`src/rtl/tl_pkg.sv`:
```
// rtl/tl_pkg.sv - Shared state codes, lamp bit positions and lamp decode for the intersection controller.
package tl_pkg;

    typedef enum logic [2:0] {
        ST_MAIN_G = 3'd0,
        ST_MAIN_Y = 3'd1,
        ST_RED_A  = 3'd2,
        ST_SIDE_G = 3'd3,
        ST_SIDE_Y = 3'd4,
        ST_RED_B  = 3'd5,
        ST_WALK   = 3'd6,
        ST_FLASH  = 3'd7
    } tl_state_e;

    localparam int LAMP_MAIN_G = 0;
    localparam int LAMP_MAIN_Y = 1;
    localparam int LAMP_MAIN_R = 2;
    localparam int LAMP_SIDE_G = 3;
    localparam int LAMP_SIDE_Y = 4;
    localparam int LAMP_SIDE_R = 5;
    localparam int LAMP_WALK   = 6;
    localparam int LAMP_W      = 7;

    typedef logic [LAMP_W-1:0] lamp_vec_t;

    // Flash is the only state whose lamps depend on anything but the state itself.
    function automatic lamp_vec_t lamps_of(input tl_state_e s, input logic blink);
        lamp_vec_t v;
        v = '0;
        case (s)
            ST_MAIN_G: begin
                v[LAMP_MAIN_G] = 1'b1;
                v[LAMP_SIDE_R] = 1'b1;
            end
            ST_MAIN_Y: begin
                v[LAMP_MAIN_Y] = 1'b1;
                v[LAMP_SIDE_R] = 1'b1;
            end
            ST_RED_A, ST_RED_B: begin
                v[LAMP_MAIN_R] = 1'b1;
                v[LAMP_SIDE_R] = 1'b1;
            end
            ST_SIDE_G: begin
                v[LAMP_MAIN_R] = 1'b1;
                v[LAMP_SIDE_G] = 1'b1;
            end
            ST_SIDE_Y: begin
                v[LAMP_MAIN_R] = 1'b1;
                v[LAMP_SIDE_Y] = 1'b1;
            end
            ST_WALK: begin
                v[LAMP_MAIN_R] = 1'b1;
                v[LAMP_SIDE_R] = 1'b1;
                v[LAMP_WALK]   = 1'b1;
            end
            ST_FLASH: begin
                v[LAMP_MAIN_Y] = blink;
                v[LAMP_SIDE_R] = blink;
            end
            default: v = '0;
        endcase
        return v;
    endfunction

endpackage

```
`src/rtl/phase_timer.sv`:
```
// rtl/phase_timer.sv - Tick-paced phase counter with clear priority and end-of-phase strobe.
module phase_timer #(
    parameter int CNT_W = 8
) (
    input  logic             clk,
    input  logic             rst,
    input  logic             tick,
    input  logic             clr,
    input  logic [CNT_W-1:0] limit,
    output logic             done
);

    logic [CNT_W-1:0] cnt;

    assign done = tick & (cnt == limit);

    // The owner clears on every phase change, so cnt never runs past limit.
    always_ff @(posedge clk) begin
        if (rst || clr) begin
            cnt <= '0;
        end else if (tick) begin
            cnt <= cnt + CNT_W'(1);
        end
    end

endmodule

```
`src/rtl/intersection_controller.sv`:
```
// rtl/intersection_controller.sv - Main/side traffic sequencer with all-red clearance, walk phase and flash mode.
module intersection_controller
    import tl_pkg::*;
#(
    parameter int MAIN_GREEN   = 29,
    parameter int SIDE_GREEN   = 19,
    parameter int YELLOW_TIME  = 4,
    parameter int ALL_RED_TIME = 1,
    parameter int WALK_TIME    = 9,
    parameter int CNT_W        = 8
) (
    input  logic       clk,
    input  logic       rst,
    input  logic       tick,
    input  logic       ped_req,
    input  logic       flash_en,
    output logic       main_g,
    output logic       main_y,
    output logic       main_r,
    output logic       side_g,
    output logic       side_y,
    output logic       side_r,
    output logic       walk,
    output logic       ped_ack,
    output logic [2:0] phase
);

    tl_state_e        state;
    tl_state_e        state_next;
    logic             ped_pending;
    logic             blink;
    logic             enter_walk;
    logic             timer_clr;
    logic             done;
    logic [CNT_W-1:0] limit;
    lamp_vec_t        lamps;

    always_comb begin
        limit = '0;
        case (state)
            ST_MAIN_G:          limit = CNT_W'(MAIN_GREEN);
            ST_MAIN_Y, ST_SIDE_Y: limit = CNT_W'(YELLOW_TIME);
            ST_RED_A, ST_RED_B: limit = CNT_W'(ALL_RED_TIME);
            ST_SIDE_G:          limit = CNT_W'(SIDE_GREEN);
            ST_WALK:            limit = CNT_W'(WALK_TIME);
            default:            limit = '0;
        endcase
    end

    phase_timer #(
        .CNT_W (CNT_W)
    ) u_timer (
        .clk   (clk),
        .rst   (rst),
        .tick  (tick),
        .clr   (timer_clr),
        .limit (limit),
        .done  (done)
    );

    always_comb begin
        state_next = state;
        if (flash_en) begin
            state_next = ST_FLASH;
        end else if (state == ST_FLASH) begin
            // Leaving flash always passes through a full all-red clearance.
            state_next = ST_RED_B;
        end else if (done) begin
            case (state)
                ST_MAIN_G: state_next = ST_MAIN_Y;
                ST_MAIN_Y: state_next = ST_RED_A;
                ST_RED_A:  state_next = ST_SIDE_G;
                ST_SIDE_G: state_next = ST_SIDE_Y;
                ST_SIDE_Y: state_next = ST_RED_B;
                ST_RED_B:  state_next = ped_pending ? ST_WALK : ST_MAIN_G;
                ST_WALK:   state_next = ST_MAIN_G;
                default:   state_next = ST_MAIN_G;
            endcase
        end
    end

    assign enter_walk = (state == ST_RED_B) && (state_next == ST_WALK);
    // Holding the timer cleared in flash keeps cnt at 0 for the eventual exit.
    assign timer_clr  = (state_next != state) || (state == ST_FLASH);

    always_ff @(posedge clk) begin
        if (rst) begin
            state       <= ST_MAIN_G;
            ped_pending <= 1'b0;
            ped_ack     <= 1'b0;
            blink       <= 1'b0;
        end else begin
            state       <= state_next;
            ped_pending <= (ped_pending & ~enter_walk) | ped_req;
            ped_ack     <= enter_walk;
            if ((state_next == ST_FLASH) && (state != ST_FLASH)) begin
                blink <= 1'b1;
            end else if ((state == ST_FLASH) && tick) begin
                blink <= ~blink;
            end
        end
    end

    assign lamps  = lamps_of(state, blink);
    assign main_g = lamps[LAMP_MAIN_G];
    assign main_y = lamps[LAMP_MAIN_Y];
    assign main_r = lamps[LAMP_MAIN_R];
    assign side_g = lamps[LAMP_SIDE_G];
    assign side_y = lamps[LAMP_SIDE_Y];
    assign side_r = lamps[LAMP_SIDE_R];
    assign walk   = lamps[LAMP_WALK];
    assign phase  = state;

endmodule

```
`config.mk`:
```
export PLATFORM = sky130hd
export DESIGN_NAME = intersection_controller
export DESIGN_NICKNAME = d
export VERILOG_FILES = /design/src/rtl/tl_pkg.sv /design/src/rtl/phase_timer.sv /design/src/rtl/intersection_controller.sv
export SDC_FILE = /design/constraint.sdc
export NUM_CORES = 1
export LEC_CHECK = 0
export ABC_AREA = 1
export BUFFER_PORTS_ARGS = -buffer_cell sky130_fd_sc_hd__buf_2
export CAP_MARGIN = 20
export CORE_ASPECT_RATIO = 0.9
export CORE_MARGIN = 4
export CORE_UTILIZATION = 45
export DETAILED_ROUTE_END_ITERATION = 16
export PLACE_DENSITY = 0.66
export SKIP_CTS_REPAIR_TIMING = 1
export SLEW_MARGIN = 10
export SYNTH_ARGS = -nofsm -noshare
export SYNTH_HDL_FRONTEND = slang
export SYNTH_SLANG_ARGS = --single-unit
```
`constraint.sdc`:
```
create_clock -name clk -period 2.8 [get_ports clk]
set_input_delay 0.56 -clock clk [delete_from_list [all_inputs] [get_ports clk]]
set_output_delay 0.56 -clock clk [all_outputs]
set_load 0.01 [all_outputs]
```
==> reports/metrics.csv, run 1 <==
stage,metric,value,unit
layout,area growth from synthesis to layout,11.2,%
synthesis,post-synth top area share,0.287,
floorplan,num ports,16,
layout,Storage cell area,280,um2
synthesis,multiplexer share of the synthesized area,0,
clock_network,Clock Path Buffers,2,
clock_network,Clk Tree Root Cell,clkbuf_4,
floorplan,core area,0.00199,mm2
worst_setup_path,Required @ worst endpoint,2240,ps
placed_design,Port Buffers,15,
synthesis,Post-Syn Area per Cell,6.64,um2
route,DRC,0,
power,PwrDens,449,mW/mm2
clock_network,clock slew at reported path FFs,100,ps
synthesis,Synth Area in Adders,0.0128,
synthesis,Yosys cell types,24,
hold_path,Hold EP,ped_pending,
timing,final worst path period share,0.852,
synthesis,Synth Instances,147,
timing,fmax,0.419,GHz
global_routing,All-Layer GR Usage,0.161,
clock_network,Skew-Pair Late Insertion Delay,290,ps
floorplan,# rows,15,
worst_setup_path,CP Data Arrival Time,1820,ps
global_routing,grt total ovfl,0,
timing,setup TNS,0,ps
worst_setup_path,reg2reg setup slack,560,ps
power,LEAKAGE,0.499,nW
placed_design,Post-DP HPWL,1730,um
route,Vias/cell,5.17,
placed_design,total placed cells including tap cells,184,
synthesis,Synth Register Bits,14,
timing,RSZ-0062 raised after global routing,false,
synthesis,Simple-Gate Fraction of Synth Area,0.441,
worst_setup_path,kind of critical path,flop to output pin,
layout,post-route insts no fill,188,
synthesis,ys flop type,dfxtp_1,
global_routing,vias in the first global route,849,
route,DRT Pass-1 Iters,4,
global_routing,global-route wire length before repair,3820,um
clock_network,H-tree lvl count,1,
route,Initial DRC Count,25,
worst_setup_path,Worst setup EP type,output pin,
placed_design,routability congestion estimate,0.926,
timing,"Slew Viols, Final",0,
synthesis,Yosys warnings,0,
floorplan,die area,0.00298,mm2
clock_network,CTS tree,yes,
timing,worst slew pin tran,496,ps
floorplan,Die Ht,52.2,um
job,Max Cap Viol,0,
route,Via Count,972,
hold_path,worst hold path startpoint,ped_pending,
layout,area taken by multi-input logic gates,571,um2
synthesis,post-synthesis sequential area ratio,0.287,
worst_setup_path,worst reg2reg path startpoint,phase[1],
timing,endpoints failing hold,0,
synthesis,xor/xnor share of the synthesized area,0.0628,
floorplan,initial cell density of the core,0.491,
power,maximum vdd drop,0.311,mV
synthesis,post-synth design cell area,976,um2
synthesis,post-synthesis async set-or-reset flop share,0,
synthesis,"EDFF count, synth",0,
synthesis,"area leader, netlist",dfxtp_1,
timing,final setup fails,0,
worst_setup_path,CP Max Fanout,12,
hold_path,Hold Crit Class,flop to flop,
hold_path,hold depth,2,
timing,Tmin final,2380,ps
status,run status,completed,
worst_setup_path,worst r2r path cells,12,
timing,clk_skew,5.96,ps
route,WL/cell,11.7,um
clock_network,# clock sinks,14,
layout,share of cells above drive strength 1,0.227,
worst_setup_path,R2R Path End,u_timer.cnt[4],
global_routing,initial antenna violation count,0,
layout,layout net count,170,
layout,# diodes,0,
route,final wirelength,2190,um
synthesis,synth top area cells,"dfxtp_1 29%, nand2_1 12%, inv_1 7.7%",
route,ANT nets after route,0,
synthesis,"Net Count, Synth",153,
timing,Slew HR,0.669,
floorplan,Die W,57.1,um
timing,Worst Hold Slack,496,ps
synthesis,largest family of logic cells by synthesized area,simple AND/OR/NAND/NOR gates,
synthesis,post-synthesis compound-gate area fraction,0.0679,
layout,Layout fillers,224,
global_routing,largest net degree at the start of global routing,13,
layout,"Core Util, Final",0.545,
worst_setup_path,CP Launch Type,flop,
clock_network,CTS buffer count,3,
layout make-up:
cell class / count / area share
tap: 25 / 0.0288
sequential: 14 / 0.258
clock buffer: 4 / 0.0334
inverter: 23 / 0.0842
multi-input combinational: 107 / 0.526
timing repair buffer: 15 / 0.0692
power by group:
part	switching (mW)	leakage, nW	internal, mW
sequential	0.0159	0.114	0.206
clock	0.0728	0.0210	0.0791
combinational	0.0739	0.364	0.0396
worst max-delay path: stages, from the launching register on:
cell and delay [ps]:
dfxtp_1 620, nand2_1 160, nor2_1 310, inv_1 140
o21ai_0 150, buf_2 150
per-layer routing:
| metal | track usage | vias to the layer above | wire (um) |
|---|---|---|---|
| met5 | 0 | - | 0 |
| li1 | - | 504 | - |
| met1 | 0.236 | 441 | 1160 |
| met4 | 0.0579 | 0 | 14 |
| met3 | 0.0222 | 2 | 103 |
| met2 | 0.240 | 25 | 912 |
sequential cells by signal (all words and copies together) (netlist names):
register	flops
blink	1
ped_ack	1
ped_pending	1
phase	3
u_timer.cnt	8
placed cells by master (no fill, tap or decap):
| cell | synthesis | routed |
|---|---|---|
| a21oi_1 | 4 | 4 |
| a31oi_1 | 1 | 1 |
| buf_2 | 0 | 15 |
| clkbuf_4 | 0 | 3 |
| clkbuf_8 | 0 | 1 |
| dfxtp_1 | 14 | 14 |
| ha_1 | 1 | 1 |
| inv_1 | 20 | 20 |
| inv_2 | 2 | 2 |
| inv_6 | 1 | 1 |
| nand2_1 | 30 | 30 |
| nand2_2 | 5 | 5 |
| nand3_1 | 13 | 13 |
| nand3_2 | 3 | 3 |
| nand3_4 | 1 | 1 |
| nand4_1 | 1 | 1 |
| nand4_2 | 1 | 1 |
| nor2_1 | 16 | 16 |
| nor2_2 | 3 | 3 |
| nor2_4 | 1 | 1 |
| nor3_1 | 11 | 11 |
| nor3_2 | 1 | 1 |
| o21ai_0 | 6 | 6 |
| o21ai_1 | 2 | 2 |
| xnor2_1 | 1 | 1 |
| xor2_1 | 6 | 6 |
cells by family after synthesis:
kind of cell	count (synthesis)
AO/OA/AOI/OAI	13
XOR/XNOR	7
adder cells (fa/ha/maj)	1
buffers and inverters	26
flip-flops	14
AND/OR/NAND/NOR	86
through the flow:
step	setup WS (ps)	total power [mW]	instance area, um2
after floorplan	1020	0.312	976
after global placement	608	0.338	1050
after detailed placement	627	0.339	1050
after CTS	422	0.488	1080
after global routing	253	0.514	1080
final	416	0.487	1080
synthesized netlist by cell type, types with 2 or more instances:
library cell,n
nor2_2,3
nand3_1,13
dfxtp_1,14
a21oi_1,4
nor3_1,11
inv_1,20
nand2_2,5
nor2_1,16
nand2_1,30
xor2_1,6
buf_6,3
o21ai_0,6
nand3_2,3
inv_2,2
o21ai_1,2
how the worst max path moves through the flow:
stage                        start  slack [ps]  cells after the start             end
after floorplan           phase[1]        1020                      5          main_y
after global placement    phase[1]         610                     12  u_timer.cnt[1]
after detailed placement  phase[1]         630                     12  u_timer.cnt[5]
after CTS                 phase[1]         420                      5          main_y
after global routing      phase[1]         250                     12  u_timer.cnt[5]
final                     phase[1]         420                      5          main_y
(Power assumes the default switching activity.)
==> run 2, diff against run 1 <==
- CORE_UTILIZATION: 45 -> 56
- PLACE_DENSITY: 0.66 -> 0.79
==> reports/metrics.csv, run 2 (synthesis results as in run 1) <==
stage,metric,value,unit,change
status,run status,completed,,
global_routing,grt total ovfl,0,,unchanged
route,ANT nets after route,0,,unchanged
worst_setup_path,CP Max Fanout,12,,unchanged
layout,"commonest non-fill, non-tap cell in the layout",nand2_1,,
worst_setup_path,Worst setup EP type,output pin,,
clock_network,Skew-Pair Late Insertion Delay,280,ps,about the same
worst_setup_path,worst reg2reg path startpoint,phase[1],,
clock_network,Clk Tree Root Cell,clkbuf_4,,
worst_setup_path,Critical Path Source,phase[0],,
power,LEAKAGE,0.492,nW,-1.4%
worst_setup_path,crit path cell chain,"nand2_1, nor2_1, inv_1, o21ai_0, buf_2",,
global_routing,GR Layer Usage met3,0.0374,,+0.0152
timing,worst slew pin tran,503,ps,+7.08 ps
route,Vias/cell,5.13,,-0.80%
layout,layout net count,170,,unchanged
worst_setup_path,CP max stage delay,610,ps,about the same
route,WL/cell,11.5,um,-1.5%
hold_path,hold depth,2,,unchanged
floorplan,num ports,16,,unchanged
layout,most frequent cells in the layout,"30 x nand2_1, 20 x inv_1, 16 x nor2_1",,
worst_setup_path,CP Launch Type,flop,,
power,PwrDens,419,mW/mm2,-6.6%
global_routing,vias in the first global route,794,,-6.5%
floorplan,core area,0.00166,mm2,-16%
timing,clk_skew,7.99,ps,+2.02 ps
placed_design,total placed cells including tap cells,183,,-0.54%
layout,final instance area,0.00107,mm2,-1.4%
floorplan,die area,0.00248,mm2,-17%
clock_network,CTS tree,yes,,
global_routing,All-Layer GR Usage,0.192,,+0.0308
layout,area growth from synthesis to layout,9.62,%,
timing,"Slew Viols, Final",0,,unchanged
placed_design,Post-DP HPWL,1730,um,about the same
timing,Slew HR,0.664,,-0.00473
worst_setup_path,R2R Path End,u_timer.cnt[7],,
layout,share of cells above drive strength 1,0.222,,-0.00477
clock_network,H-tree lvl count,1,,unchanged
layout,post-route insts no fill,186,,-1.1%
timing,fmax,0.414,GHz,-1.2%
route,DRT Pass-1 Iters,4,,unchanged
worst_setup_path,Slowest cell on crit path,dfxtp_1,,
timing,endpoints failing hold,0,,unchanged
route,final wirelength,2140,um,-2.6%
worst_setup_path,reg2reg setup slack,640,ps,+80 ps
worst_setup_path,kind of critical path,flop to output pin,,
placed_design,routability congestion estimate,0.992,,+7.1%
timing,final setup fails,0,,unchanged
clock_network,Clock Path Buffers,2,,unchanged
global_routing,global-route wire length before repair,3480,um,-8.7%
timing,final worst path period share,0.862,,+0.0106
timing,Tmin final,2410,ps,+29.8 ps
global_routing,GRT Max-Usage Layer,met2,,
global_routing,met1 usage in global routing,0.254,,+0.0183
job,Max Cap Viol,0,,unchanged
worst_setup_path,worst r2r path cells,12,,unchanged
worst_setup_path,Crit path max-delay family,flip-flops,,
layout,max reg flops,8,,unchanged
global_routing,initial antenna violation count,0,,unchanged
route,Initial DRC Count,32,,+28%
timing,RSZ-0062 raised after global routing,false,,
hold_path,Hold Crit Class,flop to flop,,
worst_setup_path,Buf/Inv on CP,2,,unchanged
clock_network,CTS buffer count,3,,unchanged
power,maximum vdd drop,0.336,mV,+7.8%
floorplan,# rows,14,,-1
floorplan,Die Ht,47.6,um,-8.8%
clock_network,clock slew at reported path FFs,90,ps,about the same
timing,setup TNS,0,ps,unchanged
worst_setup_path,Worst path depth,5,,unchanged
layout,# diodes,0,,unchanged
worst_setup_path,CP Data Arrival Time,1850,ps,+30 ps
global_routing,grt met2 use,0.306,,+0.0662
clock_network,# clock sinks,14,,unchanged
route,DRC,0,,unchanged
global_routing,largest net degree at the start of global routing,13,,unchanged
worst_setup_path,CP Capture Point,main_y,,
placed_design,Post-DP Area,0.00105,mm2,-0.12%
floorplan,initial cell density of the core,0.586,,+0.0959
placed_design,Port Buffers,15,,unchanged
floorplan,Die W,52.0,um,-8.9%
layout,Reg with most FFs,u_timer.cnt,,
worst_setup_path,Required @ worst endpoint,2240,ps,about the same
route,Via Count,954,,-1.9%
==> run 2: changes by cell type in the layout (fill, tap and decap cells not counted), sizes merged <==
cell,previous run,this run
clkbuf,4,3
==> run 2: routing by layer <==
layer	wire length (um)	part of all wire
met3	109	0.051
met1	1080	0.50
met5	0	0
met2	926	0.43
met4	24	0.011
==> run 2: worst min-delay path by stage <==
stage | startpoint | endpoint | slack (ps)
global route | ped_pending | ped_pending | 520
CTS | ped_pending | ped_pending | 480
detailed placement | ped_pending | ped_pending | 470
finish | ped_pending | ped_pending | 480
global placement | ped_pending | ped_pending | 450
floorplan | ped_pending | ped_pending | 430
==> run 2: worst reg2reg max path: cells and delay by family, from the launching register on <==
family | cells | cell delay (ps)
DFF | 1 | 610
and+or+nand+nor | 11 | 1250
buffers and inverters | 1 | 210
==> run 2: final cells by class <==
cell class                      count  area (um2)
Timing Repair Buffer               15        75.1
Tap cell                           24        30.0
Multi-Input combinational cell    107         571
Inverter                           23        91.3
Sequential cell                    14         280
Clock buffer                        3        22.5
Fill cell                         155         594
==> run 2: per-stage QoR <==
stage	util	setup WS (ps)	power (mW)	hold WS (ps)
5_1_grt	0.643	277	0.476	518
6_report	0.643	386	0.448	478
4_1_cts	0.643	417	0.454	480
3_5_place_dp	0.629	685	0.338	467
2_1_floorplan	-	1020	0.312	433
3_3_place_gp	0.629	765	0.335	452
==> run 2: where the power goes <==
| part | leakage (nW) | switching (mW) | internal, mW |
|---|---|---|---|
| combinational | 0.364 | 0.0733 | 0.0396 |
| sequential | 0.114 | 0.0153 | 0.206 |
| clock | 0.0138 | 0.0647 | 0.0499 |
| total | 0.492 | 0.153 | 0.295 |
==> run 3, diff against run 2 <==
- REMOVE_ABC_BUFFERS: unset -> 1
- SKIP_CTS_REPAIR_TIMING: 1 -> unset
==> reports/metrics.csv, run 3 (synthesis results as in run 1) <==
stage,metric,value,unit,change
worst_setup_path,reg2reg setup slack,540,ps,-100 ps
route,DRC,0,,unchanged
layout,# diodes,0,,unchanged
timing,RSZ-0062 raised after global routing,false,,
route,final wirelength,2100,um,-1.8%
floorplan,core area,0.00166,mm2,unchanged
route,DR top layer,met4,,
worst_setup_path,Required @ worst endpoint,2240,ps,about the same
layout,post-route insts no fill,187,,+0.54%
layout,max reg flops,8,,unchanged
clock_network,CTS tree,yes,,
job,Max Cap Viol,0,,unchanged
worst_setup_path,CP max stage delay,630,ps,+20 ps
floorplan,initial cell density of the core,0.586,,unchanged
clock_network,Clk Tree Root Cell,clkbuf_4,,
placed_design,Place WS,651,ps,-33.5 ps
clock_network,# clock sinks,14,,unchanged
clock_network,Hold Buf Count CTS,0,,
timing,endpoints failing hold,0,,unchanged
timing,Tmin final,2430,ps,+11.5 ps
timing,final worst path period share,0.866,,+0.00410
placed_design,Port Buffers,15,,unchanged
timing,final worst slack,374,ps,-11.5 ps
hold_path,worst hold path startpoint,ped_pending,,
floorplan,Die W,52.0,um,unchanged
layout,area growth from synthesis to layout,11.0,%,
timing,fmax,0.412,GHz,-0.47%
power,maximum vdd drop,0.403,mV,+20%
route,sum of routed wire segments on met1,1050,um,-2.3%
clock_network,clock slew at reported path FFs,90,ps,about the same
layout,layout net count,170,,unchanged
route,Via Count,942,,-1.3%
clock_network,Skew-Pair Late Insertion Delay,290,ps,about the same
worst_setup_path,kind of critical path,flop to output pin,,
global_routing,All-Layer GR Usage,0.190,,-0.00216
worst_setup_path,R2R Path End,u_timer.cnt[1],,
route,Initial DRC Count,29,,-9.4%
worst_setup_path,Crit path max-delay family,flip-flops,,
clock_network,Clock Path Buffers,2,,unchanged
worst_setup_path,Buf/Inv on CP,2,,unchanged
layout,Reg with most FFs,u_timer.cnt,,
placed_design,routability congestion estimate,0.899,,-9.4%
clock_network,"Gates resized, CTS repair",0,,
layout,share of cells above drive strength 1,0.227,,+0.00477
global_routing,global-route wire length before repair,3430,um,-1.6%
hold_path,hold depth,2,,unchanged
timing,final setup fails,0,,unchanged
floorplan,num ports,16,,unchanged
worst_setup_path,worst r2r path cells,12,,unchanged
timing,clk_skew,9.88,ps,+1.89 ps
global_routing,largest net degree at the start of global routing,13,,unchanged
status,run status,completed,,
hold_path,Hold Crit Class,flop to flop,,
route,WL met3,116,um,+6.4%
route,DRT Pass-1 Iters,4,,unchanged
layout,"commonest non-fill, non-tap cell in the layout",nand2_1,,
global_routing,vias in the first global route,782,,-1.5%
worst_setup_path,worst reg2reg path startpoint,phase[1],,
worst_setup_path,CP Launch Type,flop,,
worst_setup_path,CP Max Fanout,12,,unchanged
floorplan,die area,0.00248,mm2,unchanged
timing,"Slew Viols, Final",0,,unchanged
clock_network,CTS buffer count,3,,unchanged
global_routing,initial antenna violation count,0,,unchanged
timing,worst slew pin tran,484,ps,-18.5 ps
worst_setup_path,crit path cell chain,"nand2_1, nor2_1, inv_1, o21ai_0, buf_2",,
timing,Slew HR,0.677,,+0.0124
power,PwrDens,441,mW/mm2,+5.3%
route,met2 WL post-DR,875,um,-5.5%
global_routing,grt total ovfl,0,,unchanged
layout,most frequent cells in the layout,"30 x nand2_1, 20 x inv_1, 16 x nor2_1",,
power,LEAKAGE,0.499,nW,+1.5%
placed_design,total placed cells including tap cells,183,,unchanged
worst_setup_path,CP Data Arrival Time,1870,ps,+20 ps
route,Vias/cell,5.04,,-1.8%
floorplan,Die Ht,47.6,um,unchanged
timing,setup TNS,0,ps,unchanged
floorplan,# rows,14,,unchanged
clock_network,H-tree lvl count,1,,unchanged
clock_network,setup bufs post-CTS,0,,
route,ANT nets after route,0,,unchanged
worst_setup_path,Worst setup EP type,output pin,,
placed_design,Post-DP HPWL,1690,um,-1.8%
hold_path,Hold EP,ped_pending,,
worst_setup_path,Slowest cell on crit path,dfxtp_1,,
route,WL/cell,11.2,um,-2.3%
[run 3: cell count changes in the layout (fill, tap and decap cells not counted), sizes merged]
cell / change
clkbuf: +1
[run 3: area by class of cell]
| cell class | count | area, um2 |
|---|---|---|
| clock buffer | 4 | 36.3 |
| sequential | 14 | 280 |
| fill | 163 | 581 |
| multi-input combinational | 107 | 571 |
| tap | 24 | 30.0 |
| timing repair buffer | 15 | 75.1 |
| inverter | 23 | 91.3 |
[run 3: metrics by stage]
step | hold WS [ps] | cell area, um2 | total power [mW] | utilization
3_3_place_gp | 454 | 1050 | 0.335 | 0.629
6_report | 473 | 1080 | 0.478 | 0.651
2_1_floorplan | 433 | 942 | 0.304 | -
5_1_grt | 496 | 1080 | 0.511 | 0.651
4_1_cts | 477 | 1080 | 0.484 | 0.651
3_5_place_dp | 466 | 1050 | 0.338 | 0.629
[run 3: worst max path at each step]
stage               startpoint        endpoint  slack [ps]  cells past startpoint
floorplan             phase[1]          main_y         910                      4
global placement      phase[1]  u_timer.cnt[0]         780                     12
detailed placement    phase[1]  u_timer.cnt[1]         650                     12
CTS                   phase[0]          main_y         390                      5
global route          phase[0]          main_y         220                      5
finish                phase[0]          main_y         370                      5
[run 3: tightest hold or removal path, delay by kind of cell, from the launching register on]
| kind | cells | cell delay, ps |
|---|---|---|
| flip-flops | 1 | 320 |
| AO/OA/AOI/OAI | 1 | 50 |
| AND/OR/NAND/NOR | 1 | 60 |
[run 3: routing by layer]
layer	track usage	vias to the layer above
li1	-	500
met5	0	-
met4	0.0942	0
met1	0.250	407
met3	0.0280	7
met2	0.308	28
[run 3: report_power, final]
group | internal [mW] | switching [mW]
registers | 0.206 | 0.0157
logic | 0.0396 | 0.0732
clock network | 0.0792 | 0.0650
total | 0.324 | 0.154
